--- config.mk ---
export PLATFORM = sky130hd
export DESIGN_NAME = mac_pe_flat
export DESIGN_NICKNAME = d
export VERILOG_FILES = /design/src/rtl/mac_pkg.sv /design/src/rtl/mac_pe_if.sv /design/src/rtl/mac_lane.sv /design/src/rtl/mac_pe.sv /design/src/flat_wrapper.sv
export SDC_FILE = /design/constraint.sdc
export NUM_CORES = 1
export LEC_CHECK = 0
export CELL_PAD_IN_SITES_DETAIL_PLACEMENT = 0
export CELL_PAD_IN_SITES_GLOBAL_PLACEMENT = 1
export CORE_MARGIN = 2
export CORE_UTILIZATION = 45
export CTS_BUF_LIST = sky130_fd_sc_hd__clkbuf_4 sky130_fd_sc_hd__clkbuf_8
export CTS_CLUSTER_DIAMETER = 60
export CTS_CLUSTER_SIZE = 14
export DETAILED_ROUTE_END_ITERATION = 10
export PLACE_DENSITY = 0.83
export SETUP_SLACK_MARGIN = 0.05
export SLEW_MARGIN = 10
export SYNTH_ARGS = -nofsm -noshare
export SYNTH_HDL_FRONTEND = slang
export SYNTH_SLANG_ARGS = --single-unit
export TNS_END_PERCENT = 30
--- constraint.sdc ---
create_clock -name clock -period 19.3 [get_ports clock]
set_input_delay 1.93 -clock clock [delete_from_list [all_inputs] [get_ports clock]]
set_output_delay 1.93 -clock clock [all_outputs]
set_load 0.02 [all_outputs]
--- src/rtl/mac_pkg.sv ---
// Shared types and arithmetic helpers for the weight-stationary MAC processing element.
package mac_pkg;

  typedef enum logic {
    ACC_CHAIN = 1'b0,
    ACC_LOCAL = 1'b1
  } acc_mode_e;

  // Widest accumulator sat_add can handle. Two headroom bits are kept above ACC_W.
  localparam int MAX_W = 64;

  typedef struct packed {
    logic [MAX_W-1:0] value;
    logic             ovf;
  } sat_res_t;

  function automatic int sum_width(input int a_w, input int w_w, input int lanes);
    return a_w + w_w + $clog2(lanes);
  endfunction

  // Operands arrive already sign- or zero-extended to MAX_W. The result is
  // confined to w bits, and is either clamped or wrapped.
  function automatic sat_res_t sat_add(input logic [MAX_W-1:0] a,
                                       input logic [MAX_W-1:0] b,
                                       input int               w,
                                       input logic             is_signed,
                                       input logic             sat);
    sat_res_t         r;
    logic [MAX_W-1:0] sum;
    logic [MAX_W-1:0] mask;
    logic [MAX_W-1:0] smax;
    logic [MAX_W-1:0] smin;
    sum     = a + b;
    mask    = (MAX_W'(1) << w) - MAX_W'(1);
    smax    = mask >> 1;
    smin    = ~smax;
    r.value = sum & mask;
    r.ovf   = 1'b0;
    if (is_signed) begin
      if ($signed(sum) > $signed(smax)) begin
        r.ovf = 1'b1;
        if (sat) r.value = smax;
      end else if ($signed(sum) < $signed(smin)) begin
        r.ovf = 1'b1;
        if (sat) r.value = smin & mask;
      end
    end else if ((sum & ~mask) != '0) begin
      r.ovf = 1'b1;
      if (sat) r.value = mask;
    end
    return r;
  endfunction

endpackage

--- src/rtl/mac_pe_if.sv ---
// Activation/weight/partial-sum bundle between a MAC PE and its neighbours or driver.
interface mac_pe_if #(
  parameter int A_W   = 8,
  parameter int W_W   = 8,
  parameter int ACC_W = 24,
  parameter int LANES = 4
) ();
  // a_valid marks one beat per cycle. There is no ready: the PE accepts every
  // beat. psum_valid and a_out_valid are single-cycle strobes with no stall.
  logic                   w_load;
  logic [LANES*W_W-1:0]   w_in;
  logic                   a_valid;
  logic [LANES*A_W-1:0]   a_in;
  logic [ACC_W-1:0]       psum_in;
  logic                   signed_mode;
  logic                   sat_en;
  logic                   acc_mode;
  logic                   acc_clear;
  logic [LANES*A_W-1:0]   a_out;
  logic                   a_out_valid;
  logic [ACC_W-1:0]       psum_out;
  logic                   psum_valid;
  logic                   overflow;

  modport slave (
    input  w_load, w_in, a_valid, a_in, psum_in, signed_mode, sat_en, acc_mode, acc_clear,
    output a_out, a_out_valid, psum_out, psum_valid, overflow
  );

  modport master (
    output w_load, w_in, a_valid, a_in, psum_in, signed_mode, sat_en, acc_mode, acc_clear,
    input  a_out, a_out_valid, psum_out, psum_valid, overflow
  );
endinterface

--- src/rtl/mac_lane.sv ---
// One multiply lane: a weight register slice plus the registered product (stage E1).
module mac_lane #(
  parameter int A_W = 8,
  parameter int W_W = 8
) (
  input  logic               clock,
  input  logic               reset,
  input  logic               w_load,
  input  logic [W_W-1:0]     w_in,
  input  logic               a_valid,
  input  logic [A_W-1:0]     a_in,
  input  logic               signed_mode,
  output logic [A_W+W_W-1:0] prod
);
  localparam int P_W = A_W + W_W;

  logic [W_W-1:0] w_q;
  logic [P_W-1:0] a_x;
  logic [P_W-1:0] w_x;
  logic [P_W-1:0] prod_next;

  // The low P_W bits of the product are correct for both signednesses once
  // each operand has been extended to P_W bits.
  always_comb begin
    a_x       = signed_mode ? P_W'($signed(a_in)) : P_W'(a_in);
    w_x       = signed_mode ? P_W'($signed(w_q))  : P_W'(w_q);
    prod_next = a_x * w_x;
  end

  // The product samples w_q before any same-cycle load lands.
  always_ff @(posedge clock or negedge reset) begin
    if (!reset) begin
      w_q  <= '0;
      prod <= '0;
    end else begin
      if (w_load)  w_q  <= w_in;
      if (a_valid) prod <= prod_next;
    end
  end

endmodule

--- src/rtl/mac_pe.sv ---
// Weight-stationary MAC PE: LANES-wide dot product plus a chained or locally accumulated addend.
module mac_pe
  import mac_pkg::*;
#(
  parameter int A_W   = 8,
  parameter int W_W   = 8,
  parameter int ACC_W = 24,
  parameter int LANES = 4
) (
  input  logic     clock,
  input  logic     reset,
  mac_pe_if.slave  bus
);
  localparam int P_W   = A_W + W_W;
  localparam int SUM_W = sum_width(A_W, W_W, LANES);

  logic [P_W-1:0] prod [LANES];

  for (genvar i = 0; i < LANES; i++) begin : g_lane
    mac_lane #(.A_W(A_W), .W_W(W_W)) u_lane (
      .clock       (clock),
      .reset       (reset),
      .w_load      (bus.w_load),
      .w_in        (bus.w_in[i*W_W +: W_W]),
      .a_valid     (bus.a_valid),
      .a_in        (bus.a_in[i*A_W +: A_W]),
      .signed_mode (bus.signed_mode),
      .prod        (prod[i])
    );
  end

  // Beat side-band carried alongside the lane products through E1.
  logic             e1_valid;
  logic [ACC_W-1:0] e1_psum;
  logic             e1_signed;
  logic             e1_sat;
  acc_mode_e        e1_mode;

  logic [SUM_W-1:0] dot;
  logic [ACC_W-1:0] addend;
  logic [MAX_W-1:0] dot_x;
  logic [MAX_W-1:0] addend_x;
  sat_res_t         res;
  logic [ACC_W-1:0] psum_next;
  logic             ovf_hit;
  logic             unused_hi;

  logic [ACC_W-1:0]       psum_q;
  logic                   psum_valid_q;
  logic [ACC_W-1:0]       acc_q;
  logic                   ovf_q;
  logic [LANES*A_W-1:0]   a_fwd_q;
  logic                   a_fwd_valid_q;

  always_comb begin
    dot = '0;
    for (int i = 0; i < LANES; i++) begin
      dot = dot + (e1_signed ? SUM_W'($signed(prod[i])) : SUM_W'(prod[i]));
    end
    // A clear arriving alongside an accumulate beat restarts from this beat alone.
    if (e1_mode == ACC_LOCAL) addend = bus.acc_clear ? '0 : acc_q;
    else                      addend = e1_psum;
    dot_x     = e1_signed ? MAX_W'($signed(dot))    : MAX_W'(dot);
    addend_x  = e1_signed ? MAX_W'($signed(addend)) : MAX_W'(addend);
    res       = sat_add(dot_x, addend_x, ACC_W, e1_signed, e1_sat);
    psum_next = res.value[ACC_W-1:0];
    ovf_hit   = e1_valid & res.ovf;
  end

  assign unused_hi = ^res.value[MAX_W-1:ACC_W];

  always_ff @(posedge clock or negedge reset) begin
    if (!reset) begin
      e1_valid  <= 1'b0;
      e1_psum   <= '0;
      e1_signed <= 1'b0;
      e1_sat    <= 1'b0;
      e1_mode   <= ACC_CHAIN;
    end else begin
      e1_valid <= bus.a_valid;
      if (bus.a_valid) begin
        e1_psum   <= bus.psum_in;
        e1_signed <= bus.signed_mode;
        e1_sat    <= bus.sat_en;
        e1_mode   <= acc_mode_e'(bus.acc_mode);
      end
    end
  end

  always_ff @(posedge clock or negedge reset) begin
    if (!reset) begin
      psum_q       <= '0;
      psum_valid_q <= 1'b0;
      acc_q        <= '0;
      ovf_q        <= 1'b0;
    end else begin
      psum_valid_q <= e1_valid;
      if (e1_valid) psum_q <= psum_next;
      if (e1_valid && e1_mode == ACC_LOCAL) acc_q <= psum_next;
      else if (bus.acc_clear)               acc_q <= '0;
      if (bus.acc_clear) ovf_q <= ovf_hit;
      else if (ovf_hit)  ovf_q <= 1'b1;
    end
  end

  always_ff @(posedge clock or negedge reset) begin
    if (!reset) begin
      a_fwd_q       <= '0;
      a_fwd_valid_q <= 1'b0;
    end else begin
      a_fwd_q       <= bus.a_in;
      a_fwd_valid_q <= bus.a_valid;
    end
  end

  assign bus.psum_out    = psum_q;
  assign bus.psum_valid  = psum_valid_q;
  assign bus.overflow    = ovf_q;
  assign bus.a_out       = a_fwd_q;
  assign bus.a_out_valid = a_fwd_valid_q;

endmodule

--- src/flat_wrapper.sv ---
// flat-port wrapper written by rule: the top's interface ports become plain ports
module mac_pe_flat import mac_pkg::*;
#(
  parameter int A_W   = 8,
  parameter int W_W   = 8,
  parameter int ACC_W = 24,
  parameter int LANES = 4
)
  (clock, reset, bus_w_load, bus_w_in, bus_a_valid, bus_a_in, bus_psum_in, bus_signed_mode, bus_sat_en, bus_acc_mode, bus_acc_clear, bus_a_out, bus_a_out_valid, bus_psum_out, bus_psum_valid, bus_overflow);
  mac_pe_if #(.A_W(A_W), .W_W(W_W), .ACC_W(ACC_W), .LANES(LANES)) bus_i ();
  input  logic clock;
  input  logic reset;
  input wire logic [$bits(bus_i.w_load)-1:0] bus_w_load;
  input wire logic [$bits(bus_i.w_in)-1:0] bus_w_in;
  input wire logic [$bits(bus_i.a_valid)-1:0] bus_a_valid;
  input wire logic [$bits(bus_i.a_in)-1:0] bus_a_in;
  input wire logic [$bits(bus_i.psum_in)-1:0] bus_psum_in;
  input wire logic [$bits(bus_i.signed_mode)-1:0] bus_signed_mode;
  input wire logic [$bits(bus_i.sat_en)-1:0] bus_sat_en;
  input wire logic [$bits(bus_i.acc_mode)-1:0] bus_acc_mode;
  input wire logic [$bits(bus_i.acc_clear)-1:0] bus_acc_clear;
  output wire logic [$bits(bus_i.a_out)-1:0] bus_a_out;
  output wire logic [$bits(bus_i.a_out_valid)-1:0] bus_a_out_valid;
  output wire logic [$bits(bus_i.psum_out)-1:0] bus_psum_out;
  output wire logic [$bits(bus_i.psum_valid)-1:0] bus_psum_valid;
  output wire logic [$bits(bus_i.overflow)-1:0] bus_overflow;
  assign bus_i.w_load = bus_w_load;
  assign bus_i.w_in = bus_w_in;
  assign bus_i.a_valid = bus_a_valid;
  assign bus_i.a_in = bus_a_in;
  assign bus_i.psum_in = bus_psum_in;
  assign bus_i.signed_mode = bus_signed_mode;
  assign bus_i.sat_en = bus_sat_en;
  assign bus_i.acc_mode = bus_acc_mode;
  assign bus_i.acc_clear = bus_acc_clear;
  assign bus_a_out = bus_i.a_out;
  assign bus_a_out_valid = bus_i.a_out_valid;
  assign bus_psum_out = bus_i.psum_out;
  assign bus_psum_valid = bus_i.psum_valid;
  assign bus_overflow = bus_i.overflow;
  mac_pe #(.A_W(A_W), .W_W(W_W), .ACC_W(ACC_W), .LANES(LANES)) u_core (.clock(clock), .reset(reset), .bus(bus_i));
endmodule
# [Yosys cells after proc, flatten, opt, wreduce, memory -nomap -nowiden]
# Index checks and enable logic that the tools add are counted.
[word_totals] elab_cells=58 reg_bits=206 output_inout_bits=59
[op_classes] n_bitwise=1 magnitude_cmp=2 mul=4 reduce_logical=3 mux=26 add_sub_neg=4
[op_table] op="$mux W24" n=6
[op_table] op="$mux W16" n=8
[op_table] op="$mux W64" n=2
[op_table] op="$mux W25" n=4
[op_table] op="$mux W18" n=4
[op_table] op="$add A64 B64 Y64" n=1
[op_table] op="$gt A64 B24 Y1 const B" n=1
[op_table] op="$lt A64 B24 Y1 const B" n=1
[op_table] op="$mul A16 B16 Y16" n=4
[op_table] op="$reduce_bool A64 Y1" n=1
[op_table] op="$add A18 B18 Y18" n=3
[op_table] op="$mux W1" n=2
[op_table] op="$reduce_bool A2 Y1" n=1
[op_table] op="$and A1 B1 Y1" n=1
[op_table] op="$logic_and A1 B1 Y1" n=1

# [Logic depth before layout (Yosys ltp)]
[logic_depth] depth_word=13 mapped_depth=36 mapped_depth_nobuf=35

# [Cells and area by module]
# From an unflattened synthesis, not the netlist that was laid out.
[unflattened] hier_cells=2739 area_unflattened_um2=26020.0
[by_module_without_submodules] mod="mac_pe" area_each_um2=7775.0 seq_area_each_um2=2752.6 cells_each=837 instances=1
[by_module_without_submodules] mod="mac_lane (u_core.g_lane[1].u_lane)" area_each_um2=4583.1 seq_area_each_um2=600.6 cells_each=479 instances=1
[by_module_without_submodules] mod="mac_lane (u_core.g_lane[0].u_lane)" area_each_um2=4575.6 seq_area_each_um2=600.6 cells_each=481 instances=1
[by_module_without_submodules] mod="mac_lane (u_core.g_lane[2].u_lane)" area_each_um2=4548.1 seq_area_each_um2=600.6 cells_each=471 instances=1
[by_module_without_submodules] mod="mac_lane (u_core.g_lane[3].u_lane)" area_each_um2=4538.1 seq_area_each_um2=600.6 cells_each=471 instances=1

# [Least setup slack after synthesis]
# Ideal clock, no wire load.
[synth_path] path_kind="flip-flop to flip-flop" startpoint="reg u_core.g_lane[2].u_lane.prod[2]" endpoint="reg u_core.psum_q[20], in the netlist u_core.bus.psum_out[20]" arrival_time_ns=7.631 required_time_ns=19.163 period_less_slack_ns=7.768 setup_slack_ns=11.532 stages_incl_launch_ff=34 n_path_buf=1 setup_ns=0.137 path_cell_list="dfrtp_1 -> inv_1 -> fa_1 -> fa_1 -> inv_1 -> ha_1 -> a21o_1 -> a21oi_1 -> o21bai_1 -> a21oi_1 -> nor2b_1 -> o21ai_0 -> a21oi_1 -> o41ai_1 -> o2111ai_1 -> a21oi_1 -> xnor2_1 -> ha_1 -> o211ai_1 -> a21oi_1 -> a211oi_1 -> o21ai_0 -> and2_1 -> a311o_1 -> or2_2 -> fa_1 -> or4b_2 -> nor3_1 -> nand3_1 -> a22oi_1 -> nand2_2 -> buf_6 -> nor2_1 -> o22ai_1"
[synth_via] elab_chain_cells=9 elab_cells_between_ends=15 classes_between="add/sub: 3; order compare: 2; mux: 9; reduce/logical: 1"
[synth_rtl] element="start, declared" line_no="mac_lane.sv:13" text="output logic [A_W+W_W-1:0] prod"
[synth_rtl] element="start signal, assigned" line_no="mac_lane.sv:37" text="if (a_valid) prod <= prod_next;"
[synth_rtl] element="$mux W18 (*)" line_no="mac_pe.sv:58" text="dot = dot + (e1_signed ? SUM_W'($signed(prod[i])) : SUM_W'(prod[i]));"
[synth_rtl] element="$add A18 B18 Y18 (*) (2 in series)" line_no="mac_pe.sv:58"
[synth_rtl] element="$mux W64 (*)" line_no="mac_pe.sv:63" text="dot_x = e1_signed ? MAX_W'($signed(dot)) : MAX_W'(dot);"
[synth_rtl] element="$add A64 B64 Y64 (*)" line_no="mac_pkg.sv:33" text="sum = a + b;"
[synth_rtl] element="$lt A64 B24 Y1 / $mux W24 (equally long branches)" line_no="mac_pkg.sv:43, mac_pkg.sv:45"
[synth_rtl] element="$mux W25" line_no="mac_pkg.sv:43" text="end else if ($signed(sum) < $signed(smin)) begin"
[synth_rtl] element="$mux W25" line_no="mac_pkg.sv:40" text="if ($signed(sum) > $signed(smax)) begin"
[synth_rtl] element="$mux W25 (*)" line_no="mac_pkg.sv:39" text="if (is_signed) begin"
[synth_rtl] element="end signal, assigned" line_no="mac_pe.sv:98" text="if (e1_valid) psum_q <= psum_next;"
[synth_rtl] element="end, declared" line_no="mac_pe.sv:48" text="logic [ACC_W-1:0] psum_q;"
# Mark *: on every way between the ends. The rest lies on a longest branch, timed or not.
# A chain may end at the register's enable or synchronous reset.

# [Worst setup path after layout]
[layout_path] startpoint="reg u_core.g_lane[3].u_lane.prod[2]" endpoint="reg u_core.psum_q[2], in the netlist u_core.bus.psum_out[2]"
[layout_via] elab_chain_cells=8 elab_cells_between_ends=14 classes_between="add/sub: 2; order compare: 2; mux: 9; reduce/logical: 1"
[layout_rtl] element="start, declared" line_no="mac_lane.sv:13"
[layout_rtl] element="start signal, assigned" line_no="mac_lane.sv:37"
[layout_rtl] element="$mux W18 (*)" line_no="mac_pe.sv:58"
[layout_rtl] element="$add A18 B18 Y18 (*)" line_no="mac_pe.sv:58"
[layout_rtl] element="$mux W64 (*)" line_no="mac_pe.sv:63"
[layout_rtl] element="$add A64 B64 Y64 (*)" line_no="mac_pkg.sv:33"
[layout_rtl] element="$lt A64 B24 Y1 / $mux W24 (equally long branches)" line_no="mac_pkg.sv:43, mac_pkg.sv:45"
[layout_rtl] element="$mux W25" line_no="mac_pkg.sv:43"
[layout_rtl] element="$mux W25" line_no="mac_pkg.sv:40"
[layout_rtl] element="$mux W25 (*)" line_no="mac_pkg.sv:39"
# Marks and branches as above.

==> results.sh <==
export IMPL_nets=3381
export IMPL_maxCapViolCount=0
export IMPL_num_rows=86
export IMPL_yosysTopAreaCell="fa_1"
export IMPL_synth_top_cell_area_share_pct=28.0
export IMPL_cts_hold_repair_buffers=0
export IMPL_clock_sinks=206
export IMPL_hold_viol_final=0
export IMPL_initial_utilization_pct=45.5
export IMPL_drt_first_pass_iters=7
export IMPL_cts_tree="done"
export IMPL_cts_root_buf="clkbuf_8"
export IMPL_ys_seq_area_share_pct=20.6
export IMPL_drt_iter0_markers=823
export IMPL_first_global_vias=18700
export IMPL_outcome="finished clean"
export IMPL_crit_top_cell="a21oi_1"
export IMPL_dieArea_um2=57600
export IMPL_core_area_um2=55100
export IMPL_fmax_mhz=111
export IMPL_worst_path_max_fanout=21
export IMPL_start_kind="register"
export IMPL_avgRoutedWirePerCell_um=15.9
export IMPL_cts_setup_buffers=0
export IMPL_vias=17400
export IMPL_gp_congestion=0.855
export IMPL_finalCritPeriodShare_pct=46.6
export IMPL_ys_ff_latch=206
export IMPL_wl_mm=54.9
export IMPL_antenna_found_initial=0
export IMPL_max_stage_delay_ps=680
export IMPL_holdCritPathClass="register to register"
export IMPL_slew_viol_final=0
export IMPL_cts_htree_levels=1
export IMPL_n_fill_cell=5178
export IMPL_synth_ff_type="dfrtp_1"
export IMPL_end_kind="register"
export IMPL_rsz0062_at_grt="no"
export IMPL_fin_crit_ps=9000
export IMPL_die_width_um=240
export IMPL_synth_edf_count=0
export IMPL_crit_buf_inv=2
export IMPL_synth_common_cells="inv_1 (541), fa_1 (351), ha_1 (234), nand2_1 (207), dfrtp_1 (206)"
export IMPL_fin_tns_setup_ps=0
export IMPL_grt_pass1_wl_mm=93.6
export IMPL_io_buffer_count=154
export IMPL_grt_overflow=0
export IMPL_final_setup_viol_count=0
export IMPL_synth_area_per_cell_um2=9.65
export IMPL_yosys_cell_types_count=74
export IMPL_netlist_instances=2600
export IMPL_worstSetupPathType="register to register"
export IMPL_slew_headroom_pct=37.0
export IMPL_syn_to_final_growth_pct=11.1
export IMPL_grt_usage_pct=20.0
export IMPL_die_h_um=240
export IMPL_drc=0
export IMPL_clk_pin_slew_worst_paths_ps=90
export IMPL_num_io_pins=155
export IMPL_cts_buffer_depth=3
export IMPL_tightest_slew_ps=945
export IMPL_async_flop_share_pct=100
export IMPL_grt_max_degree=93
export IMPL_ant_nets=0
export IMPL_viasPerCell=5.03
export IMPL_fin_skew_ps=28.1
export IMPL_syn_num_nets=3281
export IMPL_numCtsBuffers=26
export IMPL_synth_area_um2=25100
export IMPL_synthTopCellsByArea="fa_1 (28%), dfrtp_1 (21%), ha_1 (12%)"
export IMPL_clkLatencyLatePin_ps=630
export IMPL_drive_gt1_share_pct=6.55
export IMPL_path_delay_family="compound AO/OA/AOI/OAI gates"
export IMPL_cp_data_arrival_time_ps=9480
export IMPL_yosys_cell_count_top_type="inv_1"
export IMPL_dpl_hpwl_mm=44.3
export IMPL_cts_repair_resized=0
export IMPL_ys_warn_count=0
export IMPL_cpMaxStageDelayCell="or4b_2"
export IMPL_required_ps=19780
export IMPL_hold_ws_ps=511
-- layout make-up --
class / instances / area [um2] / area share [%]
multi-input cells: 1760 / 17500 / 62.8
flip-flops and latches: 206 / 5160 / 18.5
inverters: 543 / 2040 / 7.31
repair buffers: 163 / 1600 / 5.75
well taps: 748 / 936 / 3.36
clock buffers: 31 / 420 / 1.51
clock inverters: 14 / 200 / 0.718
diodes: 1 / 2.50 / 0.00898
-- path summary, 6_finish.rpt --
path / slack (ps) / depth (start not counted) / to / startpoint
worst max-delay path: 10300 / 32 / u_core.bus.psum_out[2]$_DFFE_PN0P_ / u_core.g_lane[3].u_lane.prod[2]$_DFFE_PN0P_
worst min-delay path: 510 / 1 / u_core.e1_psum[22]$_DFFE_PN0P_ / u_core.e1_psum[22]$_DFFE_PN0P_
worst max register to register: 10300 / 32 / u_core.bus.psum_out[2]$_DFFE_PN0P_ / u_core.g_lane[3].u_lane.prod[2]$_DFFE_PN0P_
worst min register to register: 510 / 1 / u_core.e1_psum[22]$_DFFE_PN0P_ / u_core.e1_psum[22]$_DFFE_PN0P_
max in group asynchronous: 16550 / 2 / u_core.e1_valid$_DFF_PN0_ / reset
min in group asynchronous: 1290 / 1 / u_core.e1_psum[18]$_DFFE_PN0P_ / reset
-- worst reg2reg max path: cells and delay by family, from the launching register on --
kind	cells	cell delay, ps
AOI/OAI and AO/OA	17	3970
xor gates and xnor gates	1	160
adders and majority gates	5	2140
buffers and inverters	2	130
DFF	1	340
and+or+nand+nor	7	2110
-- sequential cells by signal (all words and copies together) (netlist names), 24 cells and up --
| name | count |
|---|---|
| u_core.acc_q | 24 |
| u_core.g_lane.u_lane.prod | 64 |
| u_core.e1_psum | 24 |
| u_core.bus.psum_out | 24 |
| u_core.bus.a_out | 32 |
| u_core.g_lane.u_lane.w_q | 32 |
-- per-stage QoR --
stage	cell area [um2]	setup slack, ps	instances	util [%]
final	27900	10300	3466	50.6
after global routing	27900	9550	3465	50.6
after CTS	27900	10260	3465	50.6
after detailed placement	27200	10310	3420	49.4
after global placement	27200	10500	3420	49.4
after floorplan	25100	11530	2600	-
-- cells in the final DEF (no fill, tap or decap), types with 6 or more instances in the layout --
master | netlist | routed
a21oi_1 | 75 | 75
o21ai_1 | 23 | 23
and2_1 | 149 | 149
fa_1 | 351 | 351
o21a_1 | 13 | 13
o21ai_0 | 76 | 76
a21oi_2 | 25 | 25
mux2i_1 | 17 | 17
a21o_1 | 19 | 19
clkbuf_8 | 0 | 30
and3_1 | 42 | 42
buf_4 | 2 | 10
nand3_1 | 37 | 37
xor2_1 | 26 | 26
mux2_2 | 72 | 72
nor2b_1 | 34 | 34
a31oi_1 | 6 | 6
dfrtp_1 | 206 | 205
o41a_1 | 6 | 6
xnor2_1 | 135 | 135
inv_1 | 541 | 541
nand2b_1 | 12 | 12
nand2_1 | 207 | 207
o21bai_1 | 25 | 25
nor2_1 | 76 | 76
clkdlybuf4s50_1 | 0 | 150
ha_1 | 234 | 234
nor3_1 | 15 | 15
-- logic make-up (layout without fill, tap and decap cells) --
family,count (synthesis),after routing,share of synthesized area [%]
DFF,206,206,20.6
adders and majority gates,585,585,39.7
other,0,1,0
muxes,89,89,3.91
and+or+nand+nor,606,606,12.2
buffers and inverters,634,751,9.64
AOI/OAI and AO/OA,317,317,8.23
xor gates and xnor gates,163,163,5.78
-- per-layer routing --
metal	vias to the layer above	GRT usage (%)	share of wire, %
met5	-	0	0
met4	0	4.40	2.0
met3	62	2.18	3.6
met2	265	34.3	49
met1	8822	27.4	46
li1	8300	-	-
Power is left out: the tool's default activity adds up to more than one toggle a clock period on the data nets, which glitch-free logic cannot reach.
==> variant: new RTL, same settings <==
`LANES` is set to 4 in 3 places; all go to 2.
--- a/src/rtl/mac_pe_if.sv
+++ b/src/rtl/mac_pe_if.sv
@@ -4,5 +4,5 @@
   parameter int W_W   = 8,
   parameter int ACC_W = 24,
-  parameter int LANES = 4
+  parameter int LANES = 2
 ) ();
   // a_valid marks one beat per cycle. There is no ready: the PE accepts every
--- a/src/rtl/mac_pe.sv
+++ b/src/rtl/mac_pe.sv
@@ -6,5 +6,5 @@
   parameter int W_W   = 8,
   parameter int ACC_W = 24,
-  parameter int LANES = 4
+  parameter int LANES = 2
 ) (
   input  logic     clock,
--- a/src/flat_wrapper.sv
+++ b/src/flat_wrapper.sv
@@ -5,5 +5,5 @@
   parameter int W_W   = 8,
   parameter int ACC_W = 24,
-  parameter int LANES = 4
+  parameter int LANES = 2
 )
   (clock, reset, bus_w_load, bus_w_in, bus_a_valid, bus_a_in, bus_psum_in, bus_signed_mode, bus_sat_en, bus_acc_mode, bus_acc_clear, bus_a_out, bus_a_out_valid, bus_psum_out, bus_psum_valid, bus_overflow);
Interface: changed (resized bus_a_in, bus_a_out and bus_w_in); port bits go from 155 to 107. No check against the original RTL was run, so the function may have changed too.
==> variant against the unedited design <==
- sequential cell count decreased by 64
- area after synthesis decreased by 40%
- non-clock buffer count decreased by 51
- worst setup slack improved by 1200 ps
- wire length decreased by 41%
- cell area decreased by 40%
- critical path depth decreased by 12
- critical endpoint is now u_core.g_lane[1].u_lane.prod[15]
- largest cell class unchanged
==> variant: results <==
metrics = {
    "cts": {
        "ctsLongestPathBuffers": 2,
        "clk_latency_ps": 500,
        "numCtsBuffers": 17,
        "cts.reportedPaths.clkPinSlew_ps": 100,
        "htree_levels": 4,
    },
    "power_and_ir_drop": {
        "power.density_nw_per_um2": 183,
        "ir_drop_uv": 108,
        "power_leakage_nw": 8.10,
    },
    "synth": {
        "synth.avg_cell_area_um2": 9.53,
        "yosysSeqAreaShare_pct": 23.6,
        "synthArstFlopShare_pct": 100,
        "yosys.cell_types.count": 64,
        "yosysMostFrequentCell": "inv_1",
        "yosysTopAreaCell": "dfrtp_1",
        "syn_nets": 1940,
        "yosys-top-cells-area": "dfrtp_1 24%, fa_1 22%, ha_1 11%",
        "yosysWarnings": 0,
        "synthTopCellsByCount": "278 x inv_1, 164 x fa_1, 142 x dfrtp_1",
    },
    "timing": {
        "finClkSkew_ps": 13.6,
        "tightest_slew_ps": 998,
        "fin_hold_ws_ps": 520,
    },
    "place": {
        "place_ws_ps": 10960,
        "gp_congestion": 0.857,
        "io_buffers": 106,
        "place_area_um2": 16400,
        "hpwl_mm": 25.3,
    },
    "critical_path": {
        "rrSetupSlack_ps": 12600,
        "timing.rr.end": "u_core.bus.psum_out[9]",
        "r2r_cells": 28,
        "startpoint": "bus_signed_mode",
        "path_max_fanout": 22,
        "timing.rr.start": "u_core.g_lane[1].u_lane.prod[1]",
        "cp_data_arrival_time_ps": 8190,
    },
    "finish": {
        "fillers": 3105,
        "largest-register": "u_core.g_lane.u_lane.prod",
        "nets": 2014,
        "drive_gt1_share_pct": 7.93,
        "diodes": 0,
        "synthToLayoutAreaGrowth_pct": 12.1,
        "fin_cells": 2107,
        "largest_register_ff_count": 32,
    },
    "global_route": {
        "antenna_found_initial": 0,
        "grt_max_degree": 88,
        "grt_pass1_vias": 11400,
        "grt_pass1_wl_mm": 56.3,
        "grtUsageTotal_pct": 19.8,
    },
    "worst_hold_path": {
        "hold_path_end": "u_core.g_lane[0].u_lane.prod[13]",
        "hp-start": "u_core.g_lane[0].u_lane.prod[13]",
    },
    "drt": {
        "dr.pass1.iters": 5,
        "detail_route.iter0.violations": 546,
        "routed_wl_mm": 32.6,
        "vias_per_cell": 5.18,
    },
    "run_status": {
        "status": "complete, no violations",
    },
}
[variant: where the power goes]
group	leakage (nW)	internal (mW)	total (mW)	switching, mW
logic	6.18	1.06	2.35	1.29
clock network	0.215	0.122	0.274	0.151
registers	1.70	0.393	0.452	0.0584
total	8.10	1.58	3.08	1.50
[variant: final cells by class]
| cell class | count | area share (%) |
|---|---|---|
| multi-input combinational | 1099 | 60.3 |
| clock inverter | 15 | 1.17 |
| clock buffer | 17 | 1.39 |
| timing repair buffer | 112 | 6.54 |
| tap | 442 | 3.28 |
| inverter | 280 | 6.25 |
| sequential | 142 | 21.1 |
[variant: how the worst max path moves through the flow]
stage | slack [ps] | cells past startpoint | endpoint
finish | 11510 | 20 | u_core.g_lane[1].u_lane.prod[15]
global route | 11170 | 20 | u_core.g_lane[1].u_lane.prod[15]
CTS | 11500 | 20 | u_core.g_lane[1].u_lane.prod[15]
detailed placement | 10960 | 20 | u_core.g_lane[1].u_lane.prod[15]
global placement | 11140 | 20 | u_core.g_lane[1].u_lane.prod[15]
floorplan | 12150 | 21 | u_core.g_lane[1].u_lane.prod[15]
[variant: kinds of logic after synthesis]
kind of cell,count (synthesis),share of synthesized area [%]
AO/OA/AOI/OAI,253,11.3
XOR/XNOR,97,5.65
adder cells (fa/ha/maj),298,33.0
buffers and inverters,337,8.84
flip-flops,142,23.6
multiplexers,56,4.14
AND/OR/NAND/NOR,395,13.4
[variant: layer usage]
metal | track usage (%) | wire [um] | vias up
met5 | 0 | 0 | -
met3 | 3.05 | 1010 | 31
met1 | 25.9 | 14800 | 5476
met4 | 4.64 | 432 | 0
met2 | 34.7 | 16300 | 169
li1 | - | - | 5237
[variant: worst max-delay path: stages]
cell             delay, ps
clkdlybuf4s50_1        850
and2_1                 470
nand2_1                190
inv_1                   80
fa_1                   680
inv_1                  100
fa_1                   460
fa_1                   520
inv_1                   50
fa_1                   480
inv_1                   60
fa_1                   500
fa_1                   540
inv_1                   40
ha_1                   340
nand2_1                 70
o21ai_0                110
o41ai_1                330
xnor2_1                120
mux2_2                 270
